===== src/rtl/control_sequencer.sv =====
// Hardwired Moore control unit for DataPath.
// Sequences fetch/decode/execute states T0..T7 from the opcode in ir[31:27].
module control_sequencer #(
    parameter logic [4:0] OP_ADD = 5'b00011,
    parameter logic [4:0] OP_SUB = 5'b00100,
    parameter logic [4:0] OP_AND = 5'b01010,
    parameter logic [4:0] OP_OR  = 5'b01011
) (
    input  logic        clock,
    input  logic        clear,
    input  logic        start,
    input  logic [31:0] ir,
    output logic        PCout,
    output logic        MARin,
    output logic        IncPC,
    output logic        RZin,
    output logic        RZLOout,
    output logic        PCin,
    output logic        Read,
    output logic        Write,
    output logic        MDRin,
    output logic        MDRout,
    output logic        IRin,
    output logic        gra,
    output logic        grb,
    output logic        grc,
    output logic        rin,
    output logic        rout,
    output logic        BAout,
    output logic        RYin,
    output logic        Cout,
    output logic [4:0]  ops,
    output logic [3:0]  present_state,
    output logic        run,
    output logic        instr_done,
    output logic        illegal
);
    typedef enum logic [3:0] {
        IDLE = 4'd0, T0 = 4'd1, T1 = 4'd2, T2 = 4'd3, T3 = 4'd4,
        T4 = 4'd5, T5 = 4'd6, T6 = 4'd7, T7 = 4'd8, HALT = 4'd9
    } state_t;

    localparam logic [4:0] C_LD   = 5'b00000;
    localparam logic [4:0] C_LDI  = 5'b00001;
    localparam logic [4:0] C_ST   = 5'b00010;
    localparam logic [4:0] C_ADD  = 5'b00011;
    localparam logic [4:0] C_SUB  = 5'b00100;
    localparam logic [4:0] C_AND  = 5'b01010;
    localparam logic [4:0] C_OR   = 5'b01011;
    localparam logic [4:0] C_ADDI = 5'b01100;
    localparam logic [4:0] C_ANDI = 5'b01101;
    localparam logic [4:0] C_ORI  = 5'b01110;
    localparam logic [4:0] C_NOP  = 5'b11010;
    localparam logic [4:0] C_HALT = 5'b11011;

    state_t state, nxt;
    logic [4:0] opc;
    logic [4:0] alu_op;
    logic is_ld, is_ldi, is_st, is_ralu, is_imm, is_nop, is_halt;
    logic is_mem, is_long, is_exec, is_bad;
    logic unused_ir;

    assign opc       = ir[31:27];
    assign unused_ir = ^ir[26:0];

    assign is_ld   = (opc == C_LD);
    assign is_ldi  = (opc == C_LDI);
    assign is_st   = (opc == C_ST);
    assign is_ralu = (opc == C_ADD) || (opc == C_SUB) ||
                     (opc == C_AND) || (opc == C_OR);
    assign is_imm  = (opc == C_ADDI) || (opc == C_ANDI) ||
                     (opc == C_ORI);
    assign is_nop  = (opc == C_NOP);
    assign is_halt = (opc == C_HALT);
    assign is_mem  = is_ld || is_ldi || is_st;
    assign is_long = is_ld || is_st;
    assign is_exec = is_mem || is_ralu || is_imm;
    assign is_bad  = !(is_exec || is_nop || is_halt);

    always_comb begin
        case (opc)
            C_SUB:          alu_op = OP_SUB;
            C_AND, C_ANDI:  alu_op = OP_AND;
            C_OR, C_ORI:    alu_op = OP_OR;
            default:        alu_op = OP_ADD;
        endcase
    end

    always_ff @(posedge clock) begin
        if (!clear) begin
            state   <= IDLE;
            illegal <= 1'b0;
        end else begin
            state <= nxt;
            if (state == T2 && is_bad)
                illegal <= 1'b1;
        end
    end

    // In T2 the opcode is MDR shown through ir, so the decision is combinational.
    always_comb begin
        case (state)
            IDLE:    nxt = start ? T0 : IDLE;
            T0:      nxt = T1;
            T1:      nxt = T2;
            T2:      nxt = is_exec ? T3 : (is_nop ? T0 : HALT);
            T3:      nxt = T4;
            T4:      nxt = T5;
            T5:      nxt = is_long ? T6 : T0;
            T6:      nxt = T7;
            T7:      nxt = T0;
            HALT:    nxt = HALT;
            default: nxt = IDLE;
        endcase
    end

    always_comb begin
        PCout = 1'b0; MARin = 1'b0; IncPC = 1'b0; RZin = 1'b0;
        RZLOout = 1'b0; PCin = 1'b0; Read = 1'b0; Write = 1'b0;
        MDRin = 1'b0; MDRout = 1'b0; IRin = 1'b0;
        gra = 1'b0; grb = 1'b0; grc = 1'b0; rin = 1'b0; rout = 1'b0;
        BAout = 1'b0; RYin = 1'b0; Cout = 1'b0;
        ops = 5'b00000;
        instr_done = 1'b0;
        case (state)
            T0: begin
                PCout = 1'b1; MARin = 1'b1; IncPC = 1'b1; RZin = 1'b1;
            end
            T1: begin
                RZLOout = 1'b1; PCin = 1'b1; Read = 1'b1; MDRin = 1'b1;
            end
            T2: begin
                MDRout = 1'b1; IRin = 1'b1;
                instr_done = !is_exec;
            end
            T3: begin
                grb = 1'b1; RYin = 1'b1;
                BAout = is_mem;
                rout = !is_mem;
            end
            T4: begin
                RZin = 1'b1;
                ops = alu_op;
                grc = is_ralu;
                rout = is_ralu;
                Cout = !is_ralu;
            end
            T5: begin
                RZLOout = 1'b1;
                MARin = is_long;
                gra = !is_long;
                rin = !is_long;
                instr_done = !is_long;
            end
            T6: begin
                MDRin = 1'b1;
                Read = is_ld;
                gra = is_st;
                rout = is_st;
            end
            T7: begin
                instr_done = 1'b1;
                Write = is_st;
                MDRout = is_ld;
                gra = is_ld;
                rin = is_ld;
            end
            default: ;
        endcase
    end

    assign present_state = state;
    assign run = (state != IDLE) && (state != HALT);
endmodule

===== config.mk =====
export PLATFORM = sky130hd
export DESIGN_NAME = control_sequencer
export DESIGN_NICKNAME = d
export VERILOG_FILES = /design/src/rtl/control_sequencer.sv
export SDC_FILE = /design/constraint.sdc
export NUM_CORES = 1
export LEC_CHECK = 0
export BUFFER_PORTS_ARGS = -buffer_cell sky130_fd_sc_hd__buf_2
export CAP_MARGIN = 10
export CORE_UTILIZATION = 25
export CTS_CLUSTER_DIAMETER = 80
export CTS_CLUSTER_SIZE = 8
export DETAILED_ROUTE_END_ITERATION = 8
export PLACE_DENSITY = 0.63
export SYNTH_ARGS = -nofsm -noshare
export SYNTH_HDL_FRONTEND = slang
export SYNTH_SLANG_ARGS = --single-unit

===== constraint.sdc =====
create_clock -name clock -period 3.1 [get_ports clock]
set_clock_uncertainty 0.15 [all_clocks]
set_input_delay 0.31 -clock clock [delete_from_list [all_inputs] [get_ports clock]]
set_output_delay 0.31 -clock clock [all_outputs]
set_load 0.01 [all_outputs]

# Word-level counts from Yosys, hierarchy flattened
# Index checks and enable logic that the tools add are counted.
# Widths: inputs -> output; s select.
# word_totals
inputBits,35
word_cells,75
output_inout_bits,31
reg_bits,5
# op_classes
eq_ne,21
mux,25
reduce_logical,27
# ops
op,count
$pmux 4 s10,1
$eq 5x4->1 const B,5
$eq 4x3->1 const B,4
$logic_or 1x1->1,12
$mux 1,12
$pmux 4 s3,1
$eq 5x2->1 const B,2
$eq 5x5->1 const B,2
$reduce_or 2->1,5
$pmux 1 s3,3
$eq 4x2->1 const B,2
$eq 4x4->1 const B,2
$mux 4,2
$pmux 1 s2,4
$eq 5x1->1 const B,1
$eq 5x3->1 const B,1
$logic_not 1->1,5
$logic_not 5->1,1
$mux 5,1
$eq 4x1->1 const B,1
$logic_not 4->1,1
$ne 4x4->1 const B,1
$reduce_bool 4->1,1
$mux 3,1
$logic_and 1x1->1,2

# Logic depth before layout (Yosys ltp)
# Gate-level depths: netlist (run 1).
# logic_depth
ltp_word,10
depth_mapped,6
ltp_nobuf,5

# Worst setup path before layout (run 1)
# No wires, ideal clock.
# synth_timing
path_type,register -> output
start,register state[1] (netlist: present_state[1])
end,output ops[3]
path_stages_with_launch,5
path_buffers,1
arrival_time_ns,1.428
required_ns,2.640
setup_slack_ns,1.212
cell_sequence,dfxtp_1 clkbuf_1 nand2b_1 or3_1 nor3_1
# synth_between
elab_chain_cells,2
# synth_rtl
element,line_no,source
start: declaration,56,"state_t state, nxt;"
start signal: assignment,94,state <= nxt;
$eq 4x3->1,125,case (state)
$mux 5,125,
end: declaration,32,"output logic [4:0] ops,"
# Every way passes these cells.

# Final worst setup path (run 1)
# layout_timing
start,register state[0] (netlist: present_state[0])
end,output ops[3]
# The elaborated chain is that of the path after synthesis.

==> impl_metrics.json, run 1 <==
{
  "dp_hpwl_mm": 1.424,
  "start_util_pct": 27.24,
  "worst_pin_slew_ns": 0.6067,
  "path_buf_inv": 1,
  "synthAdderAreaFrac_pct": 1.625,
  "cp-end-kind": "primary output",
  "synthesis.area_um2": 693.2,
  "cp.arrival_ns": 2.01,
  "critPathMaxFanout": 20,
  "synth_nets": 146,
  "ys.flop_type": "dfxtp_1",
  "relSlewSlack_pct": 58.51,
  "synth_xor_area_share_pct": 3.791,
  "syn_area_per_cell_um2": 6.245,
  "crit_type": "register to primary output",
  "setup_viol": 0,
  "num_rows": 18,
  "cts_buffers": 3,
  "first_global_vias": 620,
  "finalMaxSlewViolations": 0,
  "multi_input_area_um2": 521.8,
  "wl_per_cell_um": 10.97,
  "clkTransAtPathRegs_ns": 0.04,
  "post_cts_buffers": 0,
  "ios": 66,
  "yosysSeqAreaShare_pct": 14.44,
  "synth.area.mux_share_pct": 0,
  "grt_max_degree": 23,
  "synthArstFlopShare_pct": 0,
  "first_iter_violations": 28,
  "rsz0062_at_grt": "false",
  "finalCriticalPeriod_ns": 2.465,
  "cp_data_required_time_ns": 2.64,
  "drt_wl_total_mm": 1.854,
  "cts_hold_buf": 0,
  "cts_num_sinks": 5,
  "drv_cap": 0,
  "ir_drop_uv": 260.7,
  "drc_errors": 0,
  "gp_congestion": 0.8447,
  "status": "completed",
  "slowest_delay_ns": 0.71,
  "grt_pass1_wl_mm": 2.849,
  "synth-warning-count": 0,
  "dr.pass1.iters": 4,
  "fin_hold_ws_ns": 0.1673,
  "die_x_um": 54.66,
  "io_buffers": 37,
  "clock_path_buffers": 2,
  "routed_via_density": 4.970,
  "num_antenna_cells": 0,
  "finalHoldViolations": 0,
  "power_density_nw_per_um2": 312.5,
  "hold_path.class": "input port to register",
  "seq_area_um2": 100.1,
  "synth-seq-cells": 5,
  "path_cells": "nand2b_1 -> or3_1 -> nor3_1 -> buf_2",
  "fin_crit_sh_pct": 79.52,
  "die_y_um": 54.66,
  "syn_to_final_growth_pct": 26.71,
  "drive_gt1_share_pct": 31.65,
  "antenna_found_initial": 0,
  "synth_edf_count": 0,
  "cts_resized": 0,
  "critPathTopFamily": "simple AND/OR/NAND/NOR gates",
  "finalSetupTns_ns": 0,
  "htreeDepth": 1,
  "grt_overflow": 0,
  "coreArea_um2": 2545,
  "ys_types": 37,
  "worst_path_max_delay_cell": "dfxtp_1",
  "fill_cells": 302,
  "cts_tree": "done",
  "cts-root-buf": "clkbuf_4",
  "worstSetupStartpointType": "register",
  "grtUsageTotal_pct": 12.89,
  "final_antenna_net_count": 0,
  "synth_compound_area_share_pct": 25.99,
  "fin_nets": 175,
  "synth_top_family_by_area": "simple AND/OR/NAND/NOR gates",
  "syn_inst": 111,
  "p_leak_uw": 0.0004239,
  "dieArea_um2": 2987,
  "num_vias": 840,
  "clock_latency_ns": 0.24,
  "yosys.area_share.simple_pct": 43.32,
  "fmax_mhz": 405.6
}
==> cell type report <==
cell class                 instances  area share (%)
multi-input combinational         91           59.40
sequential                         5           11.40
inverter                           2          0.8547
tap                               30           4.274
timing repair buffer              37           21.08
clock buffer                       4           2.991
==> power by group <==
part           total (uW)  switching, uW  internal (uW)
registers            86.4           17.0           69.4
logic                 114           66.1           47.9
clock network        74.1           25.5           48.6
==> synth_stat cells, types with 2 or more instances <==
master / n / area share (%)
buf_4: 3 / 3.2
nor3_1: 8 / 5.8
buf_2: 3 / 2.2
nand2b_1: 5 / 4.5
nor3b_1: 2 / 2.2
xnor2_1: 2 / 2.5
clkbuf_1: 6 / 3.2
o21a_1: 4 / 4.3
o21ai_0: 4 / 2.9
nand2_1: 11 / 6.0
a32oi_1: 3 / 3.8
dfxtp_1: 5 / 14
nor2_1: 20 / 11
nor2b_1: 5 / 4.5
a21oi_1: 6 / 4.3
and2_1: 3 / 2.7
==> routing by layer <==
| metal | GRT usage (%) | part of all wire (%) |
|---|---|---|
| met1 | 19.09 | 48 |
| met2 | 17.87 | 44 |
| met3 | 4.722 | 7.4 |
| met4 | 1.282 | 0 |
| met5 | 0 | 0 |
==> cells in the final DEF, fill, tap and decap left out, types with 2 or more instances in the layout <==
master and n:
buf_2 37, nor2_1 20, nand2_1 11, nor3_1 8, a21oi_1 6, nand2b_1 5
nor2b_1 5, dfxtp_1 5, o21ai_0 4, o21a_1 4, a32oi_1 3, and2_1 3
clkbuf_4 3, nor3b_1 2, xnor2_1 2
==> cells by family after synthesis <==
| group | count (synthesis) |
|---|---|
| other | 1 |
| xor gates and xnor gates | 3 |
| buffers and inverters | 15 |
| and+or+nand+nor | 61 |
| DFF | 5 |
| adders and majority gates | 1 |
| AOI/OAI and AO/OA | 25 |
==> worst reg2reg max path: stages, from the launching register on <==
cell	delay [ns]
dfxtp_1	0.71
inv_1	0.16
nor3_1	0.38
o21ai_0	0.15
o22ai_1	0.13
and2_1	0.13
==> metrics by stage <==
stage          area (um2)  util (%)  cells  total power, uW  setup slack [ns]
4_1_cts             878.3     34.51    169            278.6            0.6394
3_3_place_gp        852.1     33.48    165            199.8            0.9156
5_1_grt             878.3     34.51    169            302.9            0.4765
3_5_place_dp        852.1     33.48    165            201.6            0.8908
6_report            878.3     34.51    169            274.5            0.6348
2_1_floorplan       693.2         -    111            168.2             1.212
==> registers in the layout, summed over array words and instances (netlist names) <==
| name | flops |
|---|---|
| present_state | 4 |
| illegal | 1 |
==> final timing paths <==
kind,start,to,slack (ns),depth (start not counted)
max,present_state[0]$_SDFF_PN0_,ops[3],0.63,4
min,clear,illegal$_SDFFE_PN0P_,0.17,2
max reg2reg,present_state[0]$_SDFF_PN0_,present_state[3]$_SDFF_PN0_,1.24,5
min reg2reg,illegal$_SDFFE_PN0P_,illegal$_SDFFE_PN0P_,0.33,1
Power figures use the tool's default switching activity.
==> run 2: changes to the inputs <==
==> constraint.sdc (replaced) <==
create_clock -name clock -period 2.6 [get_ports clock]
set_clock_uncertainty 0.15 [all_clocks]
set_input_delay 0.26 -clock clock [delete_from_list [all_inputs] [get_ports clock]]
set_output_delay 0.26 -clock clock [all_outputs]
set_load 0.01 [all_outputs]
==> run 2 against run 1 <==
  * Die area unchanged
  * Clock power increased by 20%
  * Cell count increased by 1.2%
  * Total power increased by 21%
  * Setup slack got worse by 0.20 ns
  * Core utilization increased by 0.59 points
  * Sequential share of layout area decreased by 0.19 points
  * Via count increased by 3.1%
  * Non-clock buffer count increased by 2
  * Final area increased by 1.7%
  * Critical path depth unchanged
  * Critical path type unchanged
  * Largest cell class unchanged
  * Largest power group unchanged
==> impl_metrics.json, run 2 (synthesis results as in run 1) <==
{
  "status": "completed",
  "die_y_um": 54.66,
  "critPathMaxFanout": 14,
  "clockPowerShare_pct": 26.9,
  "fill_cells": 299,
  "drv_cap": 0,
  "cp-end-kind": "primary output",
  "layout_common_cells": "buf_2, nor2_1, nand2_1, nor3_1, a21oi_1",
  "crit_type": "register to primary output",
  "grt_overflow": 0,
  "worstSetupStartpointType": "register",
  "cts_resized": 0,
  "dp_hpwl_mm": 1.493,
  "drt_wl_total_mm": 1.900,
  "power.switching_uw": 130.5,
  "finalHoldViolations": 0,
  "relSlewSlack_pct": 58.36,
  "p_leak_uw": 0.0004345,
  "rsz0062_at_grt": "false",
  "drive_gt1_share_pct": 32.62,
  "cp.arrival_ns": 1.76,
  "finalCriticalPeriod_ns": 2.168,
  "wl_per_cell_um": 11.11,
  "first_iter_violations": 10,
  "num_vias": 866,
  "reg2reg_slack_ns": 0.91,
  "slowest_delay_ns": 0.58,
  "first_global_vias": 659,
  "p_int_uw": 201.1,
  "hold_path.class": "input port to register",
  "grt_pass1_wl_mm": 2.973,
  "finalSetupTns_ns": 0,
  "largest_register_ff_count": 4,
  "ir_drop_uv": 219.9,
  "grt_max_degree": 20,
  "path_buf_inv": 1,
  "worst_pin_slew_ns": 0.6088,
  "clkTransAtPathRegs_ns": 0.04,
  "io_buffers": 37,
  "gp_congestion": 0.8643,
  "syn_to_final_growth_pct": 28.88,
  "critPathTopFamily": "simple AND/OR/NAND/NOR gates",
  "cts_buffers": 3,
  "cts_num_sinks": 5,
  "dieArea_um2": 2987,
  "antenna_found_initial": 0,
  "ios": 66,
  "grtUsageTotal_pct": 13.41,
  "start_util_pct": 27.24,
  "power_density_nw_per_um2": 371.2,
  "dr.pass1.iters": 4,
  "worst_path_max_delay_cell": "dfxtp_1",
  "cts_hold_buf": 0,
  "cts_tree": "done",
  "num_rows": 18,
  "p_sw_share_pct": 39.37,
  "path_cells": "nor3b_1 -> and2_1 -> nor2b_1 -> buf_2",
  "drc_errors": 0,
  "finalMaxSlewViolations": 0,
  "cp_data_required_time_ns": 2.19,
  "fmax_mhz": 461.3,
  "clock_path_buffers": 2,
  "setup_viol": 0,
  "num_antenna_cells": 0,
  "fin_crit_sh_pct": 83.37,
  "fin_nets": 177,
  "die_x_um": 54.66,
  "combPwrFrac_pct": 45.2,
  "clock_latency_ns": 0.24,
  "power_frac_seq_pct": 27.9,
  "fin_hold_ws_ns": 0.1134,
  "coreArea_um2": 2545,
  "cts-root-buf": "clkbuf_4",
  "layout_commonest_cell": "buf_2",
  "post_cts_buffers": 0,
  "routed_via_density": 5.064,
  "htreeDepth": 1,
  "final_antenna_net_count": 0
}
run 2: final cells by class:
| type | count | area, um2 | area share [%] |
|---|---|---|---|
| tap | 30 | 37.54 | 4.202 |
| inverter | 2 | 7.507 | 0.8403 |
| multi-input combinational | 91 | 521.8 | 58.40 |
| timing repair buffer | 39 | 200.2 | 22.41 |
| clock buffer | 4 | 26.28 | 2.941 |
| sequential | 5 | 100.1 | 11.20 |
run 2: final timing paths:
path / from / end / depth (start not counted)
worst max-delay path: present_state[3]$_SDFF_PN0_ / Write / 4
worst min-delay path: clear / illegal$_SDFFE_PN0P_ / 2
worst max register to register: present_state[1]$_SDFF_PN0_ / present_state[3]$_SDFF_PN0_ / 5
worst min register to register: illegal$_SDFFE_PN0P_ / illegal$_SDFFE_PN0P_ / 1
run 2: metal layers:
metal	GRT usage (%)	up-vias	part of all wire (%)
li1	-	444	-
met1	18.46	400	48
met2	20.48	22	48
met3	3.056	0	4.5
met4	3.846	0	0
met5	0	-	0
run 2: power by group through the flow:
stage,logic [uW],clock network [uW],registers (uW)
finish,150,89.2,92.5
global route,170,100,93.8
CTS,152,94.9,92.6
detailed placement,151,0,94.0
global placement,149,0,93.6
floorplan,111,0,90.0
run 2: worst register-to-register path: stages (launching register included):
cell,delay (ns)
dfxtp_1,0.52
nand2b_1,0.22
nor3_1,0.33
o21ai_0,0.15
o22ai_1,0.13
and2_1,0.14
run 2: per-stage QoR:
stage	utilization (%)	worst slack (ns)	std cells	power [uW]	area, um2
2_1_floorplan	-	0.7618	111	200.6	693.2
3_3_place_gp	34.07	0.6682	167	242.1	867.1
3_5_place_dp	34.07	0.6594	167	245.2	867.1
4_1_cts	35.10	0.3879	171	339.6	893.4
5_1_grt	35.10	0.2663	171	363.6	893.4
6_report	35.10	0.4323	171	331.6	893.4
